--- src/rtl/cmip_irq_sched.sv ---
`default_nettype none
// ============================================================================
// Module   : cmip_irq_sched
// Brief    : Round-robin interrupt-to-MSI scheduler with per-interrupt holdoff.
//            Optional macro IRQ_SCHED_RETRY_EN: up to 3 MSI attempts per grant.
// Revision : 1.0
// ============================================================================
module cmip_irq_sched #(
    parameter int DATA_WDTH = 32,
    parameter int VEC_WDTH  = 5,
    parameter int HOLD_WDTH = 16
) (
    input  logic                 i_clk,
    input  logic                 i_rst,
    input  logic [DATA_WDTH-1:0] i_pend,
    input  logic [DATA_WDTH-1:0] i_mask,
    input  logic [HOLD_WDTH-1:0] i_holdoff_cyc,
    output logic                 o_msi_req,
    output logic [VEC_WDTH-1:0]  o_msi_vec,
    input  logic                 i_msi_ack,
    input  logic                 i_msi_fail,
    output logic [DATA_WDTH-1:0] o_clr,
    output logic                 o_busy,
    output logic [15:0]          o_sent_cnt,
    output logic [15:0]          o_drop_cnt
);

    typedef enum logic [2:0] {
        S_IDLE  = 3'd0,
        S_REQ   = 3'd1,
        S_RETRY = 3'd2,
        S_CLR   = 3'd3,
        S_HOLD  = 3'd4
    } state_t;

    state_t                state_q, state_d;
    logic [VEC_WDTH-1:0]   grant_q, grant_d;
    logic [VEC_WDTH-1:0]   last_q, last_d;
    logic [HOLD_WDTH-1:0]  hold_q, hold_d;
    logic [15:0]           sent_q, sent_d;
    logic [15:0]           drop_q, drop_d;
`ifdef IRQ_SCHED_RETRY_EN
    logic [1:0]            att_q, att_d;
`endif

    logic [DATA_WDTH-1:0]  w_elig;
    logic                  w_hi_found;
    logic [VEC_WDTH-1:0]   w_hi_idx;
    logic [VEC_WDTH-1:0]   w_lo_idx;
    logic [VEC_WDTH-1:0]   w_winner;
    logic [15:0]           w_sent_inc;
    logic [15:0]           w_drop_inc;

    assign w_elig     = i_pend & ~i_mask;
    assign w_sent_inc = (sent_q == 16'hFFFF) ? sent_q : sent_q + 16'd1;
    assign w_drop_inc = (drop_q == 16'hFFFF) ? drop_q : drop_q + 16'd1;

    // Lowest eligible index above last_q wins; otherwise wrap to lowest overall.
    always_comb begin
        w_hi_found = 1'b0;
        w_hi_idx   = '0;
        w_lo_idx   = '0;
        for (int i = DATA_WDTH - 1; i >= 0; i--) begin
            if (w_elig[i]) begin
                w_lo_idx = VEC_WDTH'(i);
                if (i > int'(last_q)) begin
                    w_hi_found = 1'b1;
                    w_hi_idx   = VEC_WDTH'(i);
                end
            end
        end
        w_winner = w_hi_found ? w_hi_idx : w_lo_idx;
    end

    always_comb begin
        state_d = state_q;
        grant_d = grant_q;
        last_d  = last_q;
        hold_d  = hold_q;
        sent_d  = sent_q;
        drop_d  = drop_q;
`ifdef IRQ_SCHED_RETRY_EN
        att_d   = att_q;
`endif
        case (state_q)
            S_IDLE: begin
                if (|w_elig) begin
                    grant_d = w_winner;
                    state_d = S_REQ;
                end
            end
            S_REQ: begin
                if (i_msi_ack) begin
                    sent_d  = w_sent_inc;
                    state_d = S_CLR;
                end else if (i_msi_fail) begin
`ifdef IRQ_SCHED_RETRY_EN
                    if (att_q == 2'd2) begin
                        drop_d  = w_drop_inc;
                        state_d = S_CLR;
                    end else begin
                        att_d   = att_q + 2'd1;
                        state_d = S_RETRY;
                    end
`else
                    drop_d  = w_drop_inc;
                    state_d = S_CLR;
`endif
                end
            end
            S_RETRY: state_d = S_REQ;
            S_CLR: begin
                last_d  = grant_q;
                hold_d  = i_holdoff_cyc;
                state_d = S_HOLD;
            end
            S_HOLD: begin
                // A zero or one count both leave after this cycle.
                if (hold_q <= HOLD_WDTH'(1)) begin
                    hold_d  = '0;
                    state_d = S_IDLE;
                end else begin
                    hold_d = hold_q - HOLD_WDTH'(1);
                end
            end
            default: state_d = S_IDLE;
        endcase
`ifdef IRQ_SCHED_RETRY_EN
        if (state_d == S_CLR) begin
            att_d = '0;
        end
`endif
    end

    always_ff @(posedge i_clk) begin
        if (i_rst) begin
            state_q <= S_IDLE;
            grant_q <= '0;
            last_q  <= VEC_WDTH'(DATA_WDTH - 1);
            hold_q  <= '0;
            sent_q  <= '0;
            drop_q  <= '0;
`ifdef IRQ_SCHED_RETRY_EN
            att_q   <= '0;
`endif
        end else begin
            state_q <= state_d;
            grant_q <= grant_d;
            last_q  <= last_d;
            hold_q  <= hold_d;
            sent_q  <= sent_d;
            drop_q  <= drop_d;
`ifdef IRQ_SCHED_RETRY_EN
            att_q   <= att_d;
`endif
        end
    end

    assign o_msi_req  = (state_q == S_REQ);
    assign o_busy     = (state_q != S_IDLE);
    assign o_clr      = (state_q == S_CLR) ? (DATA_WDTH'(1'b1) << grant_q) : '0;
    assign o_msi_vec  = grant_q;
    assign o_sent_cnt = sent_q;
    assign o_drop_cnt = drop_q;

endmodule
`default_nettype wire

--- config.mk ---
export PLATFORM = sky130hd
export DESIGN_NAME = cmip_irq_sched
export DESIGN_NICKNAME = d
export VERILOG_FILES = /design/src/rtl/cmip_irq_sched.sv
export SDC_FILE = /design/constraint.sdc
export NUM_CORES = 1
export LEC_CHECK = 0
export BUFFER_PORTS_ARGS = -buffer_cell sky130_fd_sc_hd__buf_2
export CORE_MARGIN = 5
export CORE_UTILIZATION = 45
export CTS_CLUSTER_DIAMETER = 100
export DETAILED_ROUTE_END_ITERATION = 12
export MAX_ROUTING_LAYER = met4
export PLACE_DENSITY = 0.78
export SLEW_MARGIN = 20
export SYNTH_ARGS = -nofsm -noshare
export SYNTH_HDL_FRONTEND = slang
export SYNTH_SLANG_ARGS = --single-unit
export TNS_END_PERCENT = 1
--- constraint.sdc ---
create_clock -name i_clk -period 2.65 [get_ports i_clk]
set_input_delay 0.53 -clock i_clk [delete_from_list [all_inputs] [get_ports i_clk]]
set_output_delay 0.53 -clock i_clk [all_outputs]
set_load 0.05 [all_outputs]
==> results by stage, run 1 <==
Power:
- The maximum vdd drop is around 0.00033 V.
- The clock network power share is 0.339.
- In this run the power spent charging and discharging nets is ~840 uW.
- The switching portion of total power is 0.327.
- For this design the static power due to leakage is 0.00268 uW.
- The overall power consumption is around 2600 uW.
- The share of total power dissipated in combinational logic is 0.266.
- The share of power burned in registers is 0.395.
- For this design the ratio of total power to cell area is 428 nW/um^2.
- Cell internal power was estimated by the tool at about 1700 uW.

STA:
- The total count of max-transition violations in the final report is 0.
- In the final timing run, aggregate negative setup slack is 0 ns.
- The worst-case headroom to the max-slew limit is 0.608.
- Setup repair after global routing could not meet its margin everywhere.
- The worst hold slack across all endpoints is ~0.44 ns.
- For the pin with the worst max-slew slack, the measured transition is 0.573 ns.
- The final worst slack is roughly 0.11 ns.
- The clock arrives with 0.00886 ns of skew.
- Derived from the worst setup path, the maximum achievable clock frequency is slightly below 400 MHz.
- Dividing the final minimum period by the clock period gives 0.959.
- Setup violations remaining at the end of the flow were counted as 0.
- The final critical-path required period is between 2 and 3 ns.
- The final hold violation count is 0.

Hold path:
- The type of the worst min-delay path is in2reg.

Floorplanning:
- The floorplan step defined a die boundary enclosing between 10000 and 15000 sq um.
- For this configuration, the core starts out at a cell density of 0.460.
- The die is 112 microns wide.
- The number of placement rows is 37.
- 155 I/O pins were placed.
- The die is around 110 microns tall.
- The area of the core region is a little over 10000 sq um.

Placed design:
- After detailed placement, the design holds a cell count of 952.
- During placement, the flow inserted port buffers numbering 154.
- Routability-driven placement finished with a final weighted congestion of 0.966.
- The worst slack after detailed placement is 0.131 ns.
- Detailed placement finished with a half-perimeter wire length of between 10000 and 15000 microns.

Logic synthesis:
- The mapped netlist covers about 4700 sq um.
- The count of cell types in the netlist is 67.
- Yosys attributes the largest share of cell area to sky130_fd_sc_hd__dfxtp_1, sky130_fd_sc_hd__nor2_1, sky130_fd_sc_hd__o21ai_0, sky130_fd_sc_hd__nand2b_1, sky130_fd_sc_hd__nand2_1.
- The area share of the leading cell type in the synthesized netlist is 0.258.
- The post-synthesis average cell area is ~7.1 sq um.
- In this run, synthesis produced a sequential element count of 61.
- When the netlist entered floorplanning its net count stood at around 760.
- The proportion of synthesized chip area in sequential cells is 0.258.
- The count of yosys warnings during synthesis is 0.
- Of all cell types, the one taking the most synthesized area is sky130_fd_sc_hd__dfxtp_1.
- The count of flip-flops with a built-in enable after synthesis is 0.
- The cell count after synthesis came out at around 670.
- After synthesis, the share of flip-flops with an asynchronous set or reset is 0.
- The predominant post-synthesis flop cell is sky130_fd_sc_hd__dfxtp_1.

Clocking:
- The clock sink total is 61.
- TritonCTS built the clock tree.
- The CTS clock-pin slew for the worst setup and hold paths is roughly 0.07 ns.
- The number of buffers created by CTS is 9.
- In this run the number of H-tree levels came out at 3.
- The number of buffers between clock root and the deepest sink is 2.
- The later pin in the worst-skew pair is clocked with a latency of 0.35 ns.
- Clock tree synthesis selected as its root buffer the cell sky130_fd_sc_hd__clkbuf_8.

Drt:
- The DRC violations left is 0.
- After detailed routing, the average wire length per cell comes to ~15 microns.
- The number of violations reported at the end of detailed-routing iteration 0 is about 400.
- The first TritonRoute pass finished after 5 iterations.
- The post-detailed-route via-to-cell ratio is between 5 and 6.
- The detailed-route wire length is between 10000 and 15000 microns.
- In this run the remaining antenna-violating nets after routing total 0.
- Across all layers, the routed design uses approximately 5600 vias.

Final layout:
- After filler insertion, the fill cell instance count of the layout stands at roughly 1000.
- Compared with the post-synthesis result, the final layout area differs by 26.9%.
- The number of nets in the final layout is 915.
- The fraction of layout cells with a size suffix above 1 is 0.260.
- After the flow finishes, the layout carries non-filler instances totaling 968.
- 0 antenna diodes ended up in the layout.

Critical path:
- Along the worst path, the maximum fanout reaches 17.
- STA classifies the critical path startpoint as a flip-flop.
- The required time of the critical path is roughly 2.1 ns.
- The critical path is of the reg2out type.
- For the worst setup path, the data arrival time is 2.01 ns.
- The critical path endpoint category is a primary output.

GRT:
- Summed over all layers, the global routing overflow is 0.
- The number of antenna violations at the first check in global routing came to 0.
- The via count of the first global-routing pass was between 5000 and 6000.
- Entering global routing, the biggest net connects 42 pins.
- The first global-routing pass estimated 24400 microns of wire.
- The overall routing resource usage is 0.236.

Status:
- The run finished with clean final reports.

Job:
- Max-cap violations in this run came to 0.
[layout by cell type (no fill, tap or decap), types with 17 or more instances in the layout]
cell type,synthesis,routed
sky130_fd_sc_hd__nor2b_1,19,19
sky130_fd_sc_hd__nand4_1,18,18
sky130_fd_sc_hd__nor2_1,99,99
sky130_fd_sc_hd__buf_2,7,144
sky130_fd_sc_hd__a21oi_1,36,36
sky130_fd_sc_hd__nand3_1,26,25
sky130_fd_sc_hd__dfxtp_1,61,58
sky130_fd_sc_hd__xnor2_1,17,17
sky130_fd_sc_hd__nand2_1,65,65
sky130_fd_sc_hd__nand2b_1,40,40
sky130_fd_sc_hd__nor3_1,23,20
sky130_fd_sc_hd__buf_4,3,28
sky130_fd_sc_hd__o21ai_0,51,51
[synthesized netlist by cell type (7+ instances only)]
master	instances
sky130_fd_sc_hd__nor2b_1	19
sky130_fd_sc_hd__o21ai_0	51
sky130_fd_sc_hd__clkbuf_1	17
sky130_fd_sc_hd__nor2_1	99
sky130_fd_sc_hd__a21oi_1	36
sky130_fd_sc_hd__nor3_1	23
sky130_fd_sc_hd__dfxtp_1	61
sky130_fd_sc_hd__o211a_1	9
sky130_fd_sc_hd__nand2b_1	40
sky130_fd_sc_hd__nand4_1	18
sky130_fd_sc_hd__a31oi_1	8
sky130_fd_sc_hd__or3_1	8
sky130_fd_sc_hd__nand2_1	65
sky130_fd_sc_hd__xor2_1	15
sky130_fd_sc_hd__o211ai_1	9
sky130_fd_sc_hd__nand3_1	26
sky130_fd_sc_hd__a21o_1	8
sky130_fd_sc_hd__inv_1	14
sky130_fd_sc_hd__buf_2	7
sky130_fd_sc_hd__a22oi_1	7
sky130_fd_sc_hd__xnor2_1	17
[metal layers]
layer / vias to the layer above / share of wire / GRT usage
met5: - / 0 / -
met4: 0 / 0.024 / 0.0801
met2: 263 / 0.46 / 0.370
met1: 2559 / 0.43 / 0.303
met3: 34 / 0.091 / 0.0501
li1: 2742 / - / -
[flip-flops by register name, summed over array words and instances, names as in the netlist]
name        flops
o_drop_cnt     16
o_msi_vec       5
o_sent_cnt     16
last_q          5
hold_q         16
state_q         3
[critical path: stages, from the launching register on]
cell and delay (ns):
sky130_fd_sc_hd__dfxtp_2 0.38, sky130_fd_sc_hd__nand2_1 0.07, sky130_fd_sc_hd__or2_2 0.28, sky130_fd_sc_hd__buf_4 0.20
sky130_fd_sc_hd__nor2_1 0.16, sky130_fd_sc_hd__nand3_2 0.15, sky130_fd_sc_hd__nor3_2 0.13, sky130_fd_sc_hd__buf_2 0.28
[area by class of cell]
type / instances / area (sq um) / area share
timing repair buffer: 177 / 980 / 0.163
sequential: 61 / 1220 / 0.204
clock buffer: 13 / 169 / 0.0282
clock inverter: 3 / 42.5 / 0.00709
tap: 136 / 170 / 0.0284
inverter: 14 / 52.6 / 0.00876
multi-input combinational: 564 / 3360 / 0.560
[power groups by stage]
stage	Sequential, uW	Combinational [uW]	Clock (uW)
5_1_grt	1020	752	942
6_report	1010	683	872
2_1_floorplan	1050	433	0
3_5_place_dp	1030	670	0
3_3_place_gp	1030	665	0
4_1_cts	1010	675	888
[metrics by stage]
step | utilization | area (sq um)
floorplan | - | 4740
global placement | 0.558 | 5730
detailed placement | 0.558 | 5730
CTS | 0.580 | 5960
global route | 0.584 | 6000
finish | 0.584 | 6000
[final timing paths]
path / startpoint / to / slack, ns / cells after the start
max: state_q[0]$_SDFFE_PP0P_ / o_clr[5] / 0.11 / 7
min: i_rst / o_msi_vec[4]$_SDFFE_PP0P_ / 0.44 / 2
max reg2reg: last_q[0]$_SDFFE_PP1P_ / o_msi_vec[0]$_SDFFE_PP0P_ / 0.19 / 6
min reg2reg: hold_q[11]$_SDFFE_PP0P_ / hold_q[11]$_SDFFE_PP0P_ / 0.49 / 2
[what timing repair did]
item | CTS | global route
hold buffers | 0 | 0
setup endpoints to repair | 8 | 14
resized for setup | 7 | 15
setup buffers | 0 | 0
[kinds of logic after synthesis]
group	Yosys count	share of synthesized area
flops	61	0.258
compound gates	180	0.255
mux	4	0.00847
xor+xnor	32	0.0593
buf+inv	42	0.0376
simple gates	344	0.371
fa+ha+maj	4	0.0106
No activity file was read; power rests on OpenSTA's default activity.
==> inputs of run 2 (changes only) <==
--- a/config.mk
+++ b/config.mk
@@ -7,11 +7,11 @@
 export LEC_CHECK = 0
 export BUFFER_PORTS_ARGS = -buffer_cell sky130_fd_sc_hd__buf_2
 export CORE_MARGIN = 5
-export CORE_UTILIZATION = 45
+export CORE_UTILIZATION = 40
 export CTS_CLUSTER_DIAMETER = 100
 export DETAILED_ROUTE_END_ITERATION = 12
 export MAX_ROUTING_LAYER = met4
-export PLACE_DENSITY = 0.78
+export PLACE_DENSITY = 0.66
 export SLEW_MARGIN = 20
 export SYNTH_ARGS = -nofsm -noshare
 export SYNTH_HDL_FRONTEND = slang
==> run 2 against run 1 <==
Compared with the run above:
- count of clock-buffer cells in the layout down 4
- register-to-register slack better by 0.08 ns
- power up 12%
- die area up 11%
- utilization down 5.0 points
- critical path depth down 2
- maximum frequency down 1.2%
- setup slack worse by 0.030 ns
- sequential share of layout area down 0.48 points
- critical endpoint is now o_clr[1]
==> results by stage, run 2 (synthesized netlist as in run 1, its figures left out) <==
Final layout:
- The number of nets in the final layout is 924 (was 915).
- Most used cells in the layout excluding fill and tap cells: sky130_fd_sc_hd__buf_2, sky130_fd_sc_hd__nor2_1, sky130_fd_sc_hd__nand2_1, sky130_fd_sc_hd__dfxtp_1, sky130_fd_sc_hd__o21ai_0 (unchanged).
- The final design area excluding fillers is 6150 sq um (was 6000 sq um).
- The final antenna diode count is 0 (unchanged).
- The relative area change from synthesis to final layout came to 30.1% (was 26.9%).
- The most common library cell in the layout ignoring fill and taps is sky130_fd_sc_hd__buf_2 (unchanged).
- The fraction of layout cells with a size suffix above 1 is 0.266 (was 0.260).

Drt:
- The sum of met2 wire segment lengths after detailed routing was 7200 microns (was 6870 microns).
- The met1 wire length is 7100 microns (was 6390 microns).
- The total number of vias is 5620 (was 5598).
- The amount of wire on met3 after detailed routing was 1350 microns (was 1370 microns).
- The post-detailed-route count of antenna-violating nets came to 0 (unchanged).
- The DRC violations left is 0 (unchanged).
- The highest metal layer used by the detailed router is met4 (unchanged).
- The detailed-route wire length was 15800 microns (was 15000 microns).
- The detail-routed net length per standard cell is 16.0 microns (was 15.5 microns).
- The first-pass iteration count of the detailed router is 5 (unchanged).
- The number of violations reported at the end of detailed-routing iteration 0 was 499 (was 404).
- The post-detailed-route via-to-cell ratio is 5.71 (was 5.78).

STA:
- The final worst slack is 0.0801 ns (was 0.110 ns).
- The worst-case headroom to the max-slew limit was 0.581 (was 0.608).
- The final hold violation count is 0 (unchanged).
- The worst-margin pin slew is 0.623 ns (was 0.573 ns).
- The final critical-path required period is 2.57 ns (was 2.54 ns).
- The total of endpoints with negative setup slack in the final report is 0 (unchanged).
- The final critical-path share of the clock period is 0.970 (was 0.959).
- The total count of max-transition violations in the final report was 0 (unchanged).
- The maximum clock skew at final layout came to 0.00636 ns (was 0.00886 ns).
- The achievable clock frequency is 389 MHz (was 394 MHz).
- The total negative slack for setup checks is 0 ns (unchanged).

Critical path:
- The highest-delay cell along the critical path is sky130_fd_sc_hd__dfxtp_1 (was sky130_fd_sc_hd__dfxtp_2).
- The path type of the worst setup path is reg2out (unchanged).
- The maximum fanout count along the critical path is 7 (was 17).
- The critical path endpoint category is a primary output (unchanged).
- The longest individual stage delay on the worst path came to 0.38 ns (about the same).
- The cell with the most instances on the worst path is sky130_fd_sc_hd__or2_2.
- The slack of the worst reg-to-reg path is 0.27 ns (was 0.19 ns).
- The kind of cell adding the most delay to the critical path is simple AND/OR/NAND/NOR gates (unchanged).
- The data arrival time of the worst path came to 2.04 ns (was 2.01 ns).
- The required time of the critical path is 2.12 ns (about the same).
- The number of buffer and inverter stages on the critical path is 1 (was 2).
- Cell chain of the critical path: or2_2 -> or3_4 -> or2_2 -> nor3_2 -> buf_6 (was nand2_1 -> or2_2 -> buf_4 -> nor2_1 -> nand3_2 -> nor3_2 -> buf_2).
- The type of origin of the critical path is a flip-flop (unchanged).

Power:
- The leakage power of the design is 0.00276 uW (was 0.00268 uW).
- The combinational share of power is 0.247 (was 0.266).
- The internal power component is 1960 uW (was 1730 uW).
- The switching portion of total power is 0.320 (was 0.327).
- The power dissipated by switching net loads is 925 uW (was 839 uW).
- The share of power burned in registers is 0.347 (was 0.395).
- The maximum vdd drop is 0.000372 V (was 0.000329 V).
- The total power divided by cell area was 469 nW/um^2 (was 428 nW/um^2).
- The clock network power share is 0.406 (was 0.339).

Floorplanning:
- The starting density of the core is 0.410 (was 0.460).
- The y dimension of the die is 119 microns (was 112 microns).
- The number of placement rows is 39 (was 37).
- The width of the chip is 119 microns (was 112 microns).
- The die footprint is 14100 sq um (was 12700 sq um).
- The area of the core region is 11500 sq um (was 10300 sq um).
- The number of placed I/O pins is 155 (unchanged).

Placed design:
- The placement-stage cell area was 5810 sq um (was 5730 sq um).
- The placer congestion estimate is 1.02 (was 0.966).
- The half-perimeter wire length of the detailed placement result is 12300 microns (was 11500 microns).
- The worst slack after detailed placement is 0.123 ns (was 0.131 ns).
- The number of port buffers is 154 (unchanged).

GRT:
- The maximum number of pins on one net before global-route repair was 32 (was 42).
- The number of antenna violations at the first check in global routing is 0 (unchanged).
- The via count of the first global-routing pass is 5308 (was 5089).
- The overall routing resource usage is 0.221 (was 0.236).
- The wire length of the first global-routing pass is 25700 microns (was 24400 microns).
- The global-route congestion overflow total is 0 (unchanged).

Clocking:
- The clock latency on the worst-skew pair is 0.32 ns (was 0.35 ns).
- The number of buffers created by CTS was 9 (unchanged).
- The CTS clock-pin slew for the worst setup and hold paths is 0.05 ns (was 0.07 ns).
- The clock sink total is 61 (unchanged).
- The buffer count from post-CTS setup fixing is 0 (unchanged).
- The number of levels the H-tree was split into came to 3 (unchanged).
- The number of buffers between clock root and the deepest sink is 2 (unchanged).
- The post-cts hold buffer count was 0 (unchanged).
- The clock tree from TritonCTS is built (unchanged).
- The CTS root buffer is sky130_fd_sc_hd__clkbuf_16 (was sky130_fd_sc_hd__clkbuf_8).

Hold path:
- The type of the worst min-delay path is reg2reg (was in2reg).

Job:
- The count of max-cap constraint violations is 0 (unchanged).

Status:
- Status: completed (unchanged).
## run 2: changes by cell type in the layout (fill, tap and decap cells not counted), sizes merged
cell	previous run	this run
clkinv	1	2
clkbuf	15	14
clkinvlp	1	2
inv	14	16
buf	175	181
## run 2: final cells by class
type,count,area (sq um)
clock buffers,9,225
flip-flops and latches,61,1230
well taps,143,179
fillers,1132,5370
clock inverters,7,72.6
inverters,14,52.6
repair buffers,186,1050
multi-input cells,564,3350
## run 2: metal layers
metal | track usage | up-vias
met5 | - | -
met2 | 0.350 | 247
met3 | 0.0439 | 13
met4 | 0.0463 | 0
met1 | 0.293 | 2595
li1 | - | 2765
## run 2: path summary, 6_finish.rpt
kind	startpoint	to	cells after the start
min	state_q[0]$_SDFFE_PP0P_	state_q[0]$_SDFFE_PP0P_	1
max	state_q[2]$_SDFFE_PP0P_	o_clr[1]	5
max reg2reg	last_q[4]$_SDFFE_PP1P_	o_msi_vec[1]$_SDFFE_PP0P_	7
min reg2reg	state_q[0]$_SDFFE_PP0P_	state_q[0]$_SDFFE_PP0P_	1
## run 2: what timing repair did
item                                    in CTS  in global routing
gates cloned                                 0                  0
gates resized for setup                      6                 12
endpoints found under the setup margin       4                 18
## run 2: power by group through the flow
| stage | sequential [uW] | clock (uW) | combinational (uW) |
|---|---|---|---|
| after CTS | 1000 | 1190 | 706 |
| after floorplan | 1050 | 0 | 433 |
| final | 1000 | 1170 | 714 |
| after global placement | 1020 | 0 | 692 |
| after detailed placement | 1020 | 0 | 700 |
| after global routing | 1010 | 1240 | 777 |
## run 2: worst reg2reg max path, delay by kind of cell, from the launching register on
family,cells,cell delay (ns)
AND/OR/NAND/NOR,4,1.05
AO/OA/AOI/OAI,3,0.68
flip-flops,1,0.55
## run 2: per-stage QoR
stage / power (uW) / util / hold WS (ns) / std cells
2_1_floorplan: 1480 / - / 0.453 / 667
3_3_place_gp: 1710 / 0.504 / 0.466 / 968
3_5_place_dp: 1720 / 0.504 / 0.486 / 968
4_1_cts: 2900 / 0.532 / 0.496 / 984
5_1_grt: 3020 / 0.534 / 0.518 / 984
6_report: 2890 / 0.534 / 0.497 / 984
==> inputs of run 3 (changes only) <==
--- a/config.mk
+++ b/config.mk
@@ -7,11 +7,11 @@
 export LEC_CHECK = 0
 export BUFFER_PORTS_ARGS = -buffer_cell sky130_fd_sc_hd__buf_2
 export CORE_MARGIN = 5
-export CORE_UTILIZATION = 40
-export CTS_CLUSTER_DIAMETER = 100
+export CORE_UTILIZATION = 45
+export CTS_CLUSTER_DIAMETER = 40
 export DETAILED_ROUTE_END_ITERATION = 12
 export MAX_ROUTING_LAYER = met4
-export PLACE_DENSITY = 0.66
+export PLACE_DENSITY = 0.72
 export SLEW_MARGIN = 20
 export SYNTH_ARGS = -nofsm -noshare
 export SYNTH_HDL_FRONTEND = slang
==> run 3 against run 2 <==
Compared with the run above:
- non-clock buffer count is 7 lower
- cell count is 1.4% lower
- utilization is 5.3 points higher
- first-iteration DRC count is 29% lower
- maximum frequency is 1.3% higher
- critical path depth is 2 higher
- register-to-register slack worse by 0.12 ns
- die area is 10% lower
- clock skew is 0.0051 ns higher
- sequential share of layout area is 0.39 points higher
- critical path type unchanged
- largest cell class unchanged
==> results by stage, run 3 (synthesized netlist as in run 1, its figures left out) <==
Final layout:
- The fraction of layout cells with a size suffix above 1 was 0.260 (was 0.266).
- The share of the core filled with cells in the final layout is 0.588 (was 0.534).
- Most used cells in the layout excluding fill and tap cells: sky130_fd_sc_hd__buf_2, sky130_fd_sc_hd__nor2_1, sky130_fd_sc_hd__nand2_1, sky130_fd_sc_hd__dfxtp_1, sky130_fd_sc_hd__o21ai_0 (unchanged).
- The final antenna diode count was 0 (unchanged).
- The area taken by flip-flops and latches is 1230 sq um (about the same).
- The number of nets in the final layout was 917 (was 924).
- The count of non-filler cells in the finished layout is 970 (was 984).
- The number of fill cells was 984 (was 1132).
- The final design area excluding fillers is 6040 sq um (was 6150 sq um).
- The most common library cell in the layout ignoring fill and taps is sky130_fd_sc_hd__buf_2 (unchanged).
- The area used by multi-input combinational logic is 3350 sq um (about the same).
- The relative area change from synthesis to final layout came to 27.7% (was 30.1%).

Clocking:
- The clock tree from TritonCTS is built (unchanged).
- The number of buffers between clock root and the deepest sink is 2 (unchanged).
- The clock latency on the worst-skew pair is 0.34 ns (was 0.32 ns).
- The clock sink total is 61 (unchanged).
- The CTS clock-pin slew for the worst setup and hold paths is 0.07 ns (was 0.05 ns).
- The CTS root buffer is sky130_fd_sc_hd__clkbuf_8 (was sky130_fd_sc_hd__clkbuf_16).
- The number of buffers created by CTS is 9 (unchanged).
- The number of levels the H-tree was split into was 3 (unchanged).

GRT:
- The global-route congestion overflow total came to 0 (unchanged).
- The wire length of the first global-routing pass was 25400 microns (was 25700 microns).
- The via count of the first global-routing pass is 5322 (was 5308).
- The maximum number of pins on one net before global-route repair is 46 (was 32).
- The overall routing resource usage was 0.244 (was 0.221).
- The number of antenna violations at the first check in global routing is 0 (unchanged).

Critical path:
- The required time of the critical path is 2.12 ns (about the same).
- The timing startpoint of the critical path is state_q[0]$_SDFFE_PP0P_ (was state_q[2]$_SDFFE_PP0P_).
- The maximum fanout count along the critical path is 17 (was 7).
- The critical path endpoint category is a primary output (unchanged).
- The cell count of the worst reg-to-reg path is 6 (was 7).
- The type of origin of the critical path is a flip-flop (unchanged).
- The path type of the worst setup path was reg2out (unchanged).
- The endpoint of the lowest-slack register-to-register path is o_msi_vec[1]$_SDFFE_PP0P_ (unchanged).
- The data arrival time of the worst path is 2.01 ns (was 2.04 ns).
- The origin of the critical flop-to-flop path is last_q[1]$_SDFFE_PP1P_ (was last_q[4]$_SDFFE_PP1P_).
- The slack of the worst reg-to-reg path came to 0.15 ns (was 0.27 ns).

Floorplanning:
- The area of the core region was 10300 sq um (was 11500 sq um).
- The die footprint was 12700 sq um (was 14100 sq um).
- The number of placement rows is 37 (was 39).
- The y dimension of the die is 112 microns (was 119 microns).
- The number of placed I/O pins is 155 (unchanged).
- The starting density of the core is 0.460 (was 0.410).
- The width of the chip came to 112 microns (was 119 microns).

Drt:
- The detail-routed net length per standard cell came to 15.9 microns (was 16.0 microns).
- The first-pass iteration count of the detailed router is 7 (was 5).
- The total number of vias is 5534 (was 5620).
- The post-detailed-route count of antenna-violating nets was 0 (unchanged).
- The DRC violations left is 0 (unchanged).
- The detailed-route wire length is 15500 microns (was 15800 microns).
- The post-detailed-route via-to-cell ratio came to 5.71 (about the same).
- The number of violations reported at the end of detailed-routing iteration 0 is 352 (was 499).

STA:
- The worst-case headroom to the max-slew limit came to 0.570 (was 0.581).
- Setup repair after global routing could not meet its margin everywhere.
- The worst hold slack across all endpoints came to 0.487 ns (was 0.497 ns).
- The total count of max-transition violations in the final report was 0 (unchanged).
- The achievable clock frequency is 394 MHz (was 389 MHz).
- The maximum clock skew at final layout is 0.0115 ns (was 0.00636 ns).
- The final critical-path required period is 2.54 ns (was 2.57 ns).
- The total of endpoints with negative setup slack in the final report was 0 (unchanged).
- The worst-margin pin slew is 0.643 ns (was 0.623 ns).
- The final hold violation count came to 0 (unchanged).
- The final critical-path share of the clock period is 0.957 (was 0.970).

Power:
- The maximum vdd drop is 0.000284 V (was 0.000372 V).
- The overall power consumption came to 2650 uW (was 2890 uW).
- The leakage power of the design came to 0.00270 uW (was 0.00276 uW).
- The total power divided by cell area is 439 nW/um^2 (was 469 nW/um^2).

Placed design:
- The placement-stage cell area came to 5750 sq um (was 5810 sq um).
- The total placed cells including tap cells was 954 (was 968).
- The number of port buffers was 154 (unchanged).
- The placer congestion estimate was 0.956 (was 1.02).
- The half-perimeter wire length of the detailed placement result is 12000 microns (was 12300 microns).

Hold path:
- The type of the worst min-delay path is reg2reg (unchanged).
- The hold path depth came to 2 (was 1).
- The startpoint of the most critical hold path is hold_q[11]$_SDFFE_PP0P_ (was state_q[0]$_SDFFE_PP0P_).
- The worst hold endpoint is hold_q[11]$_SDFFE_PP0P_ (was state_q[0]$_SDFFE_PP0P_).

Status:
- Status: completed (unchanged).

Job:
- The count of max-cap constraint violations was 0 (unchanged).
run 3: area by class of cell:
type	count	share of cell area
Inverter	14	0.00870
Clock inverter	5	0.0137
Clock buffer	11	0.0234
Timing Repair Buffer	179	0.168
Sequential cell	61	0.203
Tap cell	136	0.0282
Multi-Input combinational cell	564	0.555
run 3: where the power goes:
part	total, uW	internal, uW	switching (uW)
clock	951	559	391
sequential	1010	949	61.9
combinational	688	272	416
run 3: worst max-delay path by stage:
stage	endpoint	cells after the start
after global placement	o_msi_vec[0]$_SDFFE_PP0P_	8
final	o_clr[12]	7
after detailed placement	o_msi_vec[0]$_SDFFE_PP0P_	7
after floorplan	o_clr[11]	6
after global routing	o_clr[12]	7
after CTS	o_clr[3]	5
run 3: timing repair:
| item | CTS | global route |
|---|---|---|
| setup endpoints to repair | 8 | 20 |
| resized for setup | 6 | 26 |
| setup buffers | 0 | 0 |
| hold buffers | 0 | 0 |
| cloned | 0 | 0 |
run 3: per-stage QoR:
step                setup WS (ns)  TNS, ns
finish                      0.113        0
global route              -0.0596   -0.134
CTS                        0.0228        0
detailed placement          0.132        0
global placement            0.179        0
floorplan                  -0.152    -1.00
run 3: worst max-delay path, stage by stage (launching register included):
cell and delay (ns):
sky130_fd_sc_hd__dfxtp_4 0.37, sky130_fd_sc_hd__nand2_1 0.06, sky130_fd_sc_hd__or2_2 0.29, sky130_fd_sc_hd__buf_4 0.21, sky130_fd_sc_hd__nor2_1 0.15, sky130_fd_sc_hd__nand2_1 0.16
sky130_fd_sc_hd__nor2_1 0.17, sky130_fd_sc_hd__clkbuf_4 0.25
run 3: metal layers:
metal  global-route usage  share of wire  up-vias
met5                    -              0        -
met4               0.0489         0.0067        0
met3               0.0593          0.076       11
met2                0.396           0.47      203
met1                0.311           0.44     2566
li1                     -              -     2754
